File: src/rtl/vending_multi.sv
// Multi-product vending controller: serial price load, then vend with carried credit,
// cancel/refund and saturating money sum. Define VENDING_STOCK_EN for per-product stock limits.

module vending_slot #(
    parameter int DATA_W     = 8,
    parameter int STOCK_INIT = 2
) (
    input  logic              clk,
    input  logic              rst,
    input  logic              load,
    input  logic [DATA_W-1:0] din,
`ifdef VENDING_STOCK_EN
    input  logic              take,
    output logic              empty,
`endif
    output logic [DATA_W-1:0] price
);

    always_ff @(posedge clk or negedge rst) begin
        if (!rst)      price <= '0;
        else if (load) price <= din;
    end

`ifdef VENDING_STOCK_EN
    // one spare bit of width avoids a zero-width counter when STOCK_INIT is 0
    localparam int STK_W = (STOCK_INIT > 0) ? $clog2(STOCK_INIT + 1) : 1;
    logic [STK_W-1:0] stock;

    always_ff @(posedge clk or negedge rst) begin
        if (!rst)                       stock <= STK_W'(STOCK_INIT);
        else if (take && stock != '0)   stock <= stock - STK_W'(1);
    end

    assign empty = (stock == '0);
`endif

endmodule

module vending_multi #(
    parameter int PRODUCT_NUM = 3,
    parameter int DATA_W      = 8,
    parameter int SEL_W       = $clog2(PRODUCT_NUM + 1),
    parameter int STOCK_INIT  = 2
) (
    input  logic                   clk,
    input  logic                   rst,
    input  logic [DATA_W-1:0]      DI,
    input  logic [DATA_W-1:0]      MI,
    input  logic [SEL_W-1:0]       sel,
    input  logic                   cancel,
    output logic [DATA_W-1:0]      MO,
    output logic [SEL_W-1:0]       PO,
    output logic                   ready,
    output logic [PRODUCT_NUM-1:0] sold_out
);

    localparam int IDX_W = (PRODUCT_NUM > 1) ? $clog2(PRODUCT_NUM) : 1;

    typedef enum logic {LOAD, VEND} state_t;

    state_t                             state, state_nx;
    logic [IDX_W-1:0]                   idx;
    logic                               last_idx;
    logic [PRODUCT_NUM-1:0][DATA_W-1:0] price;
    logic [PRODUCT_NUM-1:0]             load;
    logic [PRODUCT_NUM-1:0]             empty;
    logic [DATA_W:0]                    sum_w;
    logic [DATA_W-1:0]                  sum, psel, credit, credit_nx, mo_nx;
    logic [SEL_W-1:0]                   po_nx;
    logic                               hit, esel;

    assign last_idx = (idx == IDX_W'(PRODUCT_NUM - 1));

    always_ff @(posedge clk or negedge rst) begin
        if (!rst) state <= LOAD;
        else      state <= state_nx;
    end

    always_comb begin
        state_nx = state;
        if (state == LOAD && last_idx) state_nx = VEND;
    end

    always_ff @(posedge clk or negedge rst) begin
        if (!rst)                          idx <= '0;
        else if (state == LOAD && !last_idx) idx <= idx + IDX_W'(1);
    end

    for (genvar g = 0; g < PRODUCT_NUM; g++) begin : g_slot
        assign load[g] = (state == LOAD) && (idx == IDX_W'(g));
        vending_slot #(
            .DATA_W     (DATA_W),
            .STOCK_INIT (STOCK_INIT)
        ) u_slot (
            .clk   (clk),
            .rst   (rst),
            .load  (load[g]),
            .din   (DI),
`ifdef VENDING_STOCK_EN
            .take  (po_nx == SEL_W'(g + 1)),
            .empty (empty[g]),
`endif
            .price (price[g])
        );
    end

`ifndef VENDING_STOCK_EN
    assign empty = '0;
`endif
    assign sold_out = empty;

    // saturate rather than wrap so an overflowing credit can never look cheap
    assign sum_w = {1'b0, credit} + {1'b0, MI};
    assign sum   = sum_w[DATA_W] ? '1 : sum_w[DATA_W-1:0];

    always_comb begin
        hit  = 1'b0;
        psel = '0;
        esel = 1'b0;
        for (int i = 0; i < PRODUCT_NUM; i++) begin
            if (sel == SEL_W'(i + 1)) begin
                hit  = 1'b1;
                psel = price[i];
                esel = empty[i];
            end
        end
    end

    always_comb begin
        mo_nx     = '0;
        po_nx     = '0;
        credit_nx = credit;
        if (state == VEND) begin
            if (cancel) begin
                mo_nx     = sum;
                credit_nx = '0;
            end else if (hit && !esel && sum >= psel) begin
                po_nx     = sel;
                mo_nx     = sum - psel;
                credit_nx = '0;
            end else begin
                credit_nx = sum;
            end
        end
    end

    always_ff @(posedge clk or negedge rst) begin
        if (!rst) begin
            MO     <= '0;
            PO     <= '0;
            credit <= '0;
        end else begin
            MO     <= mo_nx;
            PO     <= po_nx;
            credit <= credit_nx;
        end
    end

    assign ready = (state == VEND);

endmodule
File: config.mk
export PLATFORM = sky130hd
export DESIGN_NAME = vending_multi
export DESIGN_NICKNAME = d
export VERILOG_FILES = /design/src/rtl/vending_multi.sv
export SDC_FILE = /design/constraint.sdc
export NUM_CORES = 1
export LEC_CHECK = 0
export CAP_MARGIN = 20
export CORE_ASPECT_RATIO = 1.25
export CORE_MARGIN = 5
export CORE_UTILIZATION = 55
export DETAILED_ROUTE_END_ITERATION = 10
export GPL_ROUTABILITY_DRIVEN = 0
export PLACE_DENSITY = 0.8
export SYNTH_ARGS = -nofsm -noshare
export SYNTH_HDL_FRONTEND = slang
export SYNTH_SLANG_ARGS = --single-unit
File: constraint.sdc
create_clock -name clk -period 4 [get_ports clk]
set_input_delay 0.8 -clock clk [delete_from_list [all_inputs] [get_ports clk]]
set_output_delay 0.8 -clock clk [all_outputs]
set_load 0.05 [all_outputs]
==> impl_metrics.csv <==
group,metric,value,unit
outcome,status,"completed",
grt,grt_usage,20.14,%
setup_path,cp.arrival,4.15,ns
drt,drt_wl_total,6333,µm
layout,multi_input_area,1573,µm²
logic_synthesis,synth_seq_cells,45,
logic_synthesis,seq_area_frac_synth,41.96,%
drt,via_per_inst,5.575,
place,pre_cts_ws,-0.5102,ns
layout,seq_area,1126,µm²
drt,initialDrtViolationCount,86,
setup_path,cp_max_fo,8,
setup_path,ff2ff_setup_slack,0.30,ns
setup_path,cp_cell_sequence,"clkdlybuf4s50_1 -> ha_4 -> a211oi_4 -> nor3_2 -> buf_4 -> buf_4 -> o31ai_2 -> and3_2 -> inv_1 -> ha_1 -> and4_1 -> a211o_1 -> a21oi_4 -> o21bai_1 -> buf_6 -> o22ai_1",
sta,setup_ws,0.08162,ns
sta,tightest_slew,0.9769,ns
sta,maxSlewViolCount,0,
setup_path,required,4.23,ns
sta,setup_viol,0,
layout,drive_gt1_share,36.62,%
logic_synthesis,syn_area,2684,µm²
logic_synthesis,synth.top_cell.area_share,41.96,%
clocking,path_clk_slew,0.08,ns
drt,drtAntennaViolNets,0,
floorplan,io_pins,35,
logic_synthesis,yosysWarnings,0,
grt,grt.met1_usage,21.47,%
grt,use_met3,3.789,%
grt,antenna_found_initial,0,
setup_path,setup.worst_path.class,"in2reg",
setup_path,cp_top_family,"compound AO/OA/AOI/OAI gates",
place,place_area,3282,µm²
sta,finalCritPeriodShare,97.96,%
clocking,htree_levels,2,
worst_hold_path,min_path_type,"reg2reg",
clocking,cts_num_sinks,45,
drt,drc,0,
layout,num_antenna_cells,0,
setup_path,start_kind,"primary input",
floorplan,num_rows,28,
place,hpwl,4403,µm
clocking,cts_hold_buf,0,
setup_path,crit_path_end_kind,"flop",
logic_synthesis,async_flop_share,100.0,%
clocking,clk_path_buf_depth,2,
sta,finClkSkew,0.006703,ns
sta,tns,0,ns
sta,max_slew_margin,34.87,%
logic_synthesis,syn_inst,242,
setup_path,path_common_cell,"buf_4",
place,port-buffer-count,31,
grt,grt_max_degree,46,
clocking,cts_buffers,5,
floorplan,die_y,88.10,µm
layout,final_area,3590,µm²
logic_synthesis,synth_flop_cell,"dfrtp_1",
grt,grt_overflow_total,0,
setup_path,critPathMaxStageDelay,0.51,ns
sta,finalHoldViolCount,0,
grt,met2_usage,38.44,%
floorplan,core,4730,µm²
floorplan,start_util,56.75,%
logic_synthesis,yosysUniqueCellTypes,43,
floorplan,fp.dieW,72.48,µm
logic_synthesis,synth_area_leaders,"dfrtp_1, mux2_2, ha_1, inv_1, o2bb2ai_1",
logic_synthesis,synth-edff-count,0,
layout,fin_nets,355,
sta,min_period,3.918,ns
floorplan,fp.dieArea,6385,µm²
setup_path,path_buf_inv,5,
power_and_ir_drop,ir_worst_vdd,377.5,µV
layout,nFillCells,315,
grt,grt_pass1_wl,9929,µm
setup_path,critPathSlowestCell,"clkdlybuf4s50_1",
sta,hold_slack,0.5102,ns
sta,fmax,0.2552,GHz
drt,firstDrtPassIters,4,
power_and_ir_drop,p_per_area,723.1,nW/µm²
grt,first_global_vias,2148,
layout,area_delta_synth_final,33.75,%
clocking,clock_latency,0.31,ns
run,maxCapViolations,0,
logic_synthesis,avgSynthCellArea,11.09,µm²
logic_synthesis,yosys.area.top_type,"dfrtp_1",
drt,post_drt_wl_per_cell,16.93,µm
clocking,cts-root-buf,"clkbuf_8",
grt,grt_busiest_layer,"met2",
power_and_ir_drop,p_leak,1.585,nW
drt,via_count,2085,
clocking,cts_tree,"yes",
==> metal layers <==
metal	vias to the layer above	share of wire, %
met4	0	4.3
met5	-	0
met3	22	4.2
met1	997	37
met2	61	55
li1	1005	-
==> report_power, final <==
| group | total (mW) | internal (mW) | switching [mW] |
|---|---|---|---|
| Clock | 0.352 | 0.187 | 0.165 |
| Sequential | 0.588 | 0.543 | 0.0458 |
| Combinational | 1.66 | 0.784 | 0.872 |
==> worst register-to-register path: stages (launching register included) <==
cell      delay (ns)
dfrtp_1         0.43
ha_4            0.19
fa_2            0.42
a211oi_4        0.25
nor3_2          0.09
buf_4           0.14
buf_4           0.13
o31ai_2         0.26
and3_2          0.27
inv_1           0.06
ha_1            0.30
and4_1          0.18
a211o_1         0.30
a21oi_4         0.21
o21bai_1        0.12
buf_6           0.16
o22ai_1         0.10
==> layout make-up <==
| type | instances | share of cell area, % |
|---|---|---|
| multi-input combinational | 167 | 43.81 |
| sequential | 45 | 31.37 |
| timing repair buffer | 73 | 17.32 |
| inverter | 21 | 2.196 |
| tap | 60 | 2.091 |
| clock buffer | 5 | 1.917 |
| clock inverter | 3 | 1.290 |
==> worst paths after layout <==
| check | to | start | cells past startpoint |
|---|---|---|---|
| worst max-delay path | credit[4] | MI[2] | 16 |
| worst min-delay path | g_slot[1].u_slot.price[2] | g_slot[1].u_slot.price[2] | 1 |
| worst max register to register | credit[4] | credit[0] | 16 |
| worst min register to register | g_slot[1].u_slot.price[2] | g_slot[1].u_slot.price[2] | 1 |
| max in group asynchronous | MO[4] | rst | 1 |
| min in group asynchronous | idx[1] | rst | 1 |
==> registers in the layout (all words and copies together) (netlist names) <==
signal,count
g_slot.u_slot.price,24
MO,8
idx,2
credit,8
ready,1
PO,2
==> cell usage in the layout (no fill, tap or decap), drive strengths merged, types with 8 or more instances in the layout <==
| master | n |
|---|---|
| mux2 | 35 |
| buf | 43 |
| ha | 19 |
| inv | 21 |
| a21oi | 9 |
| o22ai | 8 |
| nor3 | 8 |
| dfrtp | 45 |
| clkdlybuf4s50 | 28 |
| o2bb2ai | 8 |
==> synth_stat cells, types with 2 or more instances <==
master and count:
inv_1 21, xor2_1 7, ha_1 19, fa_1 2, mux2_2 34, nand2b_1 4, a211oi_1 2, nor3_2 4
a21oi_1 8, and3_1 2, o2bb2ai_1 8, nor3_1 4, xnor2_1 3, nand2_1 7, a22oi_1 7, buf_4 3
clkbuf_1 8, nor2b_1 6, a21o_1 4, o21ai_0 6, o22ai_1 8, dfrtp_1 45, nor2_1 7, and2_1 2
o21bai_1 3
==> repair_timing <==
| action | in CTS | in global routing |
|---|---|---|
| setup buffers | 6 | 2 |
| setup endpoints to repair | 18 | 18 |
| gates cloned | 0 | 0 |
| pin swaps | 13 | 14 |
| resized for setup | 20 | 14 |
==> through the flow <==
step                      util, %  instances  total power, mW
after floorplan                 -        244            1.500
after global routing        75.90        374            2.762
after CTS                   74.34        372            2.500
after global placement      69.39        359            1.996
final                       75.90        374            2.596
after detailed placement    69.39        359            2.033
==> kinds of logic (layout without fill, tap and decap cells) <==
kind of cell               Yosys count  count (layout)  share of synthesized area [%]
DFF                                 45              45                          41.96
AOI/OAI and AO/OA                   56              56                          14.83
and+or+nand+nor                     41              41                          9.371
xor gates and xnor gates            10              10                          3.264
buffers and inverters               32             102                          4.895
muxes                               36              36                          15.20
other                                1               3                         0.1397
adders and majority gates           21              21                          10.35
(Power assumes the default switching activity.)
